`config.mk`:
```
export PLATFORM = sky130hd
export DESIGN_NAME = upscale_stream_out
export DESIGN_NICKNAME = d
export VERILOG_FILES = /design/src/rtl/upscale_stream_out_pkg.sv /design/src/rtl/sync_fifo_fwft.sv /design/src/rtl/upscale_stream_out.sv
export SDC_FILE = /design/constraint.sdc
export NUM_CORES = 1
export LEC_CHECK = 0
export CAP_MARGIN = 15
export CORE_MARGIN = 2
export CORE_UTILIZATION = 45
export CTS_CLUSTER_SIZE = 40
export DETAILED_ROUTE_END_ITERATION = 8
export DONT_BUFFER_PORTS = 1
export HOLD_SLACK_MARGIN = 0.12
export SYNTH_ARGS = -nofsm -noshare
export SYNTH_HDL_FRONTEND = slang
export SYNTH_SLANG_ARGS = --single-unit
export TNS_END_PERCENT = 100
```
`constraint.sdc`:
```
create_clock -name clk -period 8.1 [get_ports clk]
set_input_delay 1.62 -clock clk [delete_from_list [all_inputs] [get_ports clk]]
set_output_delay 1.62 -clock clk [all_outputs]
set_load 0.1 [all_outputs]
```
`src/rtl/upscale_stream_out_pkg.sv`:
```
// Shared constants for the 3x upscaler output path.
// Holds the pixel width and the scale factor used to derive output raster dimensions.
package upscale_stream_out_pkg;
  localparam int PIX_W = 24;
  localparam int SCALE = 3;

  function automatic int out_dim(input int n);
    return SCALE * n;
  endfunction
endpackage

```
`src/rtl/sync_fifo_fwft.sv`:
```
// First-word-fall-through synchronous FIFO with wrap-bit pointers.
// Reads and writes are qualified internally, so callers may drive raw requests.
module sync_fifo_fwft #(
  parameter int WIDTH = 24,
  parameter int DEPTH = 64
) (
  input  logic                       clk,
  input  logic                       rst_n,
  input  logic                       clr,
  input  logic                       wr_en,
  input  logic [WIDTH-1:0]           wr_data,
  input  logic                       rd_en,
  output logic [WIDTH-1:0]           rd_data,
  output logic                       full,
  output logic                       empty,
  output logic [$clog2(DEPTH+1)-1:0] level
);
  localparam int AW = $clog2(DEPTH);
  localparam int LW = $clog2(DEPTH + 1);

  logic [AW:0]      wr_ptr_q, wr_ptr_d;
  logic [AW:0]      rd_ptr_q, rd_ptr_d;
  logic [AW:0]      count_s;
  logic             rd_ok_s;
  logic             wr_ok_s;
  logic [WIDTH-1:0] mem_q [DEPTH];

  assign empty   = (wr_ptr_q == rd_ptr_q);
  assign full    = (wr_ptr_q[AW] != rd_ptr_q[AW]) && (wr_ptr_q[AW-1:0] == rd_ptr_q[AW-1:0]);
  assign count_s = wr_ptr_q - rd_ptr_q;
  assign level   = LW'(count_s);
  assign rd_data = empty ? '0 : mem_q[rd_ptr_q[AW-1:0]];
  // A full FIFO still takes a write when the head slot is leaving this cycle.
  assign rd_ok_s = rd_en && !empty;
  assign wr_ok_s = wr_en && (!full || rd_ok_s);

  always_comb begin
    wr_ptr_d = wr_ptr_q;
    rd_ptr_d = rd_ptr_q;
    if (clr) begin
      wr_ptr_d = '0;
      rd_ptr_d = '0;
    end else begin
      if (wr_ok_s) begin
        wr_ptr_d = wr_ptr_q + (AW+1)'(1);
      end else begin
        wr_ptr_d = wr_ptr_q;
      end
      if (rd_ok_s) begin
        rd_ptr_d = rd_ptr_q + (AW+1)'(1);
      end else begin
        rd_ptr_d = rd_ptr_q;
      end
    end
  end

  always_ff @(posedge clk or negedge rst_n) begin
    if (!rst_n) begin
      wr_ptr_q <= '0;
      rd_ptr_q <= '0;
    end else begin
      wr_ptr_q <= wr_ptr_d;
      rd_ptr_q <= rd_ptr_d;
    end
  end

  always_ff @(posedge clk) begin
    if (wr_ok_s && !clr) begin
      mem_q[wr_ptr_q[AW-1:0]] <= wr_data;
    end
  end
endmodule

```
`src/rtl/upscale_stream_out.sv`:
```
// Output stage of the 3x upscaler: buffers the unthrottled pixel stream and
// presents it as a ready/valid video stream with SOF/EOL markers and frame status.
module upscale_stream_out
  import upscale_stream_out_pkg::*;
#(
  parameter int IMG_W      = 128,
  parameter int IMG_H      = 72,
  parameter int FIFO_DEPTH = 64
) (
  input  logic                            clk,
  input  logic                            rst_n,
  input  logic [PIX_W-1:0]                s_pixel,
  input  logic                            s_valid,
  input  logic                            flush,
  output logic [PIX_W-1:0]                m_tdata,
  output logic                            m_tvalid,
  input  logic                            m_tready,
  output logic                            m_tuser,
  output logic                            m_tlast,
  output logic                            frame_done,
  output logic [$clog2(FIFO_DEPTH+1)-1:0] fifo_level,
  output logic                            overflow
);
  localparam int OUT_W = out_dim(IMG_W);
  localparam int OUT_H = out_dim(IMG_H);
  localparam int XW    = $clog2(OUT_W);
  localparam int YW    = $clog2(OUT_H);

  logic          full_s, empty_s, rd_s;
  logic [XW-1:0] x_cnt_q, x_cnt_d;
  logic [YW-1:0] y_cnt_q, y_cnt_d;
  logic          frame_done_q, frame_done_d;
  logic          overflow_q, overflow_d;

  sync_fifo_fwft #(
    .WIDTH (PIX_W),
    .DEPTH (FIFO_DEPTH)
  ) u_fifo (
    .clk     (clk),
    .rst_n   (rst_n),
    .clr     (flush),
    .wr_en   (s_valid),
    .wr_data (s_pixel),
    .rd_en   (m_tready),
    .rd_data (m_tdata),
    .full    (full_s),
    .empty   (empty_s),
    .level   (fifo_level)
  );

  assign m_tvalid   = !empty_s;
  assign rd_s       = m_tvalid && m_tready;
  assign m_tuser    = m_tvalid && (x_cnt_q == XW'(0)) && (y_cnt_q == YW'(0));
  assign m_tlast    = m_tvalid && (x_cnt_q == XW'(OUT_W - 1));
  assign frame_done = frame_done_q;
  assign overflow   = overflow_q;

  always_comb begin
    x_cnt_d      = x_cnt_q;
    y_cnt_d      = y_cnt_q;
    frame_done_d = 1'b0;
    overflow_d   = overflow_q;
    if (flush) begin
      x_cnt_d    = '0;
      y_cnt_d    = '0;
      overflow_d = 1'b0;
    end else begin
      // Raster position follows accepted beats only, never writes.
      if (rd_s) begin
        if (x_cnt_q == XW'(OUT_W - 1)) begin
          x_cnt_d = '0;
          if (y_cnt_q == YW'(OUT_H - 1)) begin
            y_cnt_d      = '0;
            frame_done_d = 1'b1;
          end else begin
            y_cnt_d = y_cnt_q + YW'(1);
          end
        end else begin
          x_cnt_d = x_cnt_q + XW'(1);
        end
      end else begin
        x_cnt_d = x_cnt_q;
      end
      if (s_valid && full_s && !rd_s) begin
        overflow_d = 1'b1;
      end else begin
        overflow_d = overflow_q;
      end
    end
  end

  always_ff @(posedge clk or negedge rst_n) begin
    if (!rst_n) begin
      x_cnt_q      <= '0;
      y_cnt_q      <= '0;
      frame_done_q <= 1'b0;
      overflow_q   <= 1'b0;
    end else begin
      x_cnt_q      <= x_cnt_d;
      y_cnt_q      <= y_cnt_d;
      frame_done_q <= frame_done_d;
      overflow_q   <= overflow_d;
    end
  end
endmodule

```
==> impl_metrics.env <==
export IMPL_synth_top_cell_area_share=0.7645
export IMPL_async_flop_share=0.02103
export IMPL_hp_class="in2async"
export IMPL_ctsLongestPathBuffers=3
export IMPL_final_cells=4856
export IMPL_rows=134
export IMPL_synth_edff_count=1536
export IMPL_grt_max_degree=119
export IMPL_cp_end_kind="output port"
export IMPL_maxCapViolations=0
export IMPL_ios=65
export IMPL_maxSlewViolCount=0
export IMPL_power_density_nw_per_um2=262.0
export IMPL_ctsHoldBuffers=0
export IMPL_worstPathCellList="inv_1, ha_1, nand2_1, nor3_2, inv_1, buf_4, nand2_1, a21oi_1, a211o_1, buf_4"
export IMPL_utilization=0.5103
export IMPL_routed_wirelength_um=161100
export IMPL_ir_drop_uv=300.9
export IMPL_worstPathArrival_ns=5.65
export IMPL_critPathLaunchType="register"
export IMPL_finalSetupTns_ns=0
export IMPL_gp_congestion=0.9145
export IMPL_yosysMostFrequentCell="edfxtp_1"
export IMPL_numClockSinks=1569
export IMPL_fin_crit_ns=7.273
export IMPL_root_buffer="clkbuf_16"
export IMPL_cts_tree="built"
export IMPL_final_hold_violation_count=0
export IMPL_area_growth_syn_to_layout_pct=12.75
export IMPL_r2r_cells=8
export IMPL_dieArea_um2=137000
export IMPL_ys_ff_latch=1569
export IMPL_clock_latency_ns=0.80
export IMPL_total_leakage_power_nw=20.86
export IMPL_vias_per_cell=6.221
export IMPL_slowest_delay_ns=0.94
export IMPL_netlist_area_um2=60330
export IMPL_critPathMaxFanout=38
export IMPL_fillCellCount=10410
export IMPL_synth_top_area_cell="edfxtp_1"
export IMPL_grt_use_total=0.2367
export IMPL_antenna_found_initial=7
export IMPL_outcome="completed"
export IMPL_rsz0062_at_grt="no"
export IMPL_finClkSkew_ns=0.02708
export IMPL_drt_iter0_markers=3682
export IMPL_crit_type="reg2out"
export IMPL_cpMaxStageDelayCell="a21oi_1"
export IMPL_grt_pass1_wl_um=227100
export IMPL_cts_buffers=161
export IMPL_slew_headroom=0.2131
export IMPL_drtAntennaViolNets=0
export IMPL_ys_top_cells_by_area="edfxtp_1, mux4_2, mux2i_1"
export IMPL_worstSetupPathDepth=10
export IMPL_start_util=0.4526
export IMPL_dp_final_hpwl_um=93170
export IMPL_reg2reg_slack_ns=2.72
export IMPL_htree_levels=4
export IMPL_synth_warnings=0
export IMPL_ys_flop_type="edfxtp_1"
export IMPL_netlist_cell_type_count=54
export IMPL_ys_seq_area_frac=0.7782
export IMPL_drive_above_1_share=0.2472
export IMPL_power_w=0.01782
export IMPL_die_h_um=370.2
export IMPL_critical_path_top_delay_family="compound AO/OA/AOI/OAI gates"
export IMPL_drtPass1Iterations=7
export IMPL_avgSynthCellArea_um2=21.36
export IMPL_crit_buf_inv=4
export IMPL_fin_crit_sh=0.8979
export IMPL_dp_cells=4569
export IMPL_path_clk_slew_ns=0.06
export IMPL_setup_violations=0
export IMPL_grt_overflow=0
export IMPL_drc_errors=0
export IMPL_fmax_mhz=137.5
export IMPL_syn_inst=2824
export IMPL_die_x_um=370.2
export IMPL_cts_repair_resized=0
export IMPL_wire_per_inst_um=33.18
export IMPL_fin_nets=3006
export IMPL_synth_fp_nets=2866
export IMPL_vias=30210
export IMPL_core_area_um2=133300
export IMPL_yosys_top_cells_count="edfxtp_1, mux4_2, mux2i_1"
export IMPL_tightest_slew_ns=1.177
export IMPL_portBuffers=0
export IMPL_cts_setup_buffers=0
export IMPL_grt_pass1_vias=30210
export IMPL_worstPathRequired_ns=6.48
final timing paths:
path	from	endpoint
worst min register to register	y_cnt_q[0]$_DFFE_PN0P_	y_cnt_q[0]$_DFFE_PN0P_
min in group clk	y_cnt_q[0]$_DFFE_PN0P_	y_cnt_q[0]$_DFFE_PN0P_
worst max register to register	u_fifo.rd_ptr_q[1]$_DFFE_PN0P_	u_fifo.mem_q[24][13]$_DFFE_PP_
worst min-delay path	rst_n	u_fifo.rd_ptr_q[2]$_DFFE_PN0P_
max in group asynchronous	rst_n	u_fifo.rd_ptr_q[4]$_DFFE_PN0P_
worst max-delay path	u_fifo.rd_ptr_q[1]$_DFFE_PN0P_	m_tdata[5]
worst register-to-register path: stages, from the launching register on:
cell	delay [ns]
dfrtp_4	0.87
inv_1	0.48
ha_1	0.44
nand2_1	0.18
o41ai_1	0.18
nor3_1	0.79
nand2_1	0.72
nor2_2	0.98
buf_4	0.40
cell type report:
type	count	area, µm²	share of cell area
Sequential cell	1569	46960	0.6904
Multi-Input combinational cell	1085	12760	0.1877
Clock buffer	210	4340	0.06381
Tap cell	1768	2212	0.03252
Timing Repair Buffer	129	1051	0.01545
Clock inverter	76	619.3	0.009105
Inverter	18	67.56	0.0009933
Antenna cell	1	2.502	0.00003679
placed cells by master, fill, tap and decap left out, drive strengths merged, types with 24 or more instances in the layout:
cell type and n:
a21oi 95, a22oi 70, buf 129, clkbuf 210, clkinv 61, dfrtp 33, edfxtp 1536, inv 24
mux2i 112, mux4 339, nand2 57, nand3 24, nor2 106, nor3 29, o21ai 33, o221ai 30
o22ai 62
per-stage QoR:
stage	area, µm²	setup slack (ns)	hold slack (ns)
2_1_floorplan	60330	2.690	0.4892
3_3_place_gp	63060	1.981	0.5093
3_5_place_dp	63060	1.905	0.5464
4_1_cts	68020	1.019	0.4598
5_1_grt	68020	0.7100	0.4797
6_report	68020	0.8269	0.5143
logic make-up (layout without fill, tap and decap cells):
group,Yosys count,after routing,synth area share
compound gates,343,343,0.03737
xor+xnor,21,21,0.003049
buf+inv,170,433,0.01410
fa+ha+maj,13,13,0.002820
other cells,0,1,0
mux,451,451,0.1451
simple gates,257,257,0.01931
flops,1569,1569,0.7782
sequential cells by signal (all words and copies together) (netlist names):
| register | flops |
|---|---|
| frame_done | 1 |
| overflow | 1 |
| u_fifo.mem_q | 1536 |
| u_fifo.rd_ptr_q | 7 |
| u_fifo.wr_ptr_q | 7 |
| x_cnt_q | 9 |
| y_cnt_q | 8 |
power by group:
| part | switching (W) | leakage, nW | internal, W |
|---|---|---|---|
| logic | 0.00112 | 4.18 | 0.000716 |
| clock network | 0.00301 | 2.42 | 0.00400 |
| registers | 0.0000481 | 14.3 | 0.00892 |
| total | 0.00418 | 20.9 | 0.0136 |
metal layers:
layer / wire [µm] / vias up / track usage
li1: - / 12170 / -
met1: 63360 / 16260 / 0.3213
met2: 78320 / 1508 / 0.3801
met3: 15120 / 266 / 0.05968
met4: 4281 / 10 / 0.07051
met5: 64 / - / 0
(Power assumes the default switching activity.)
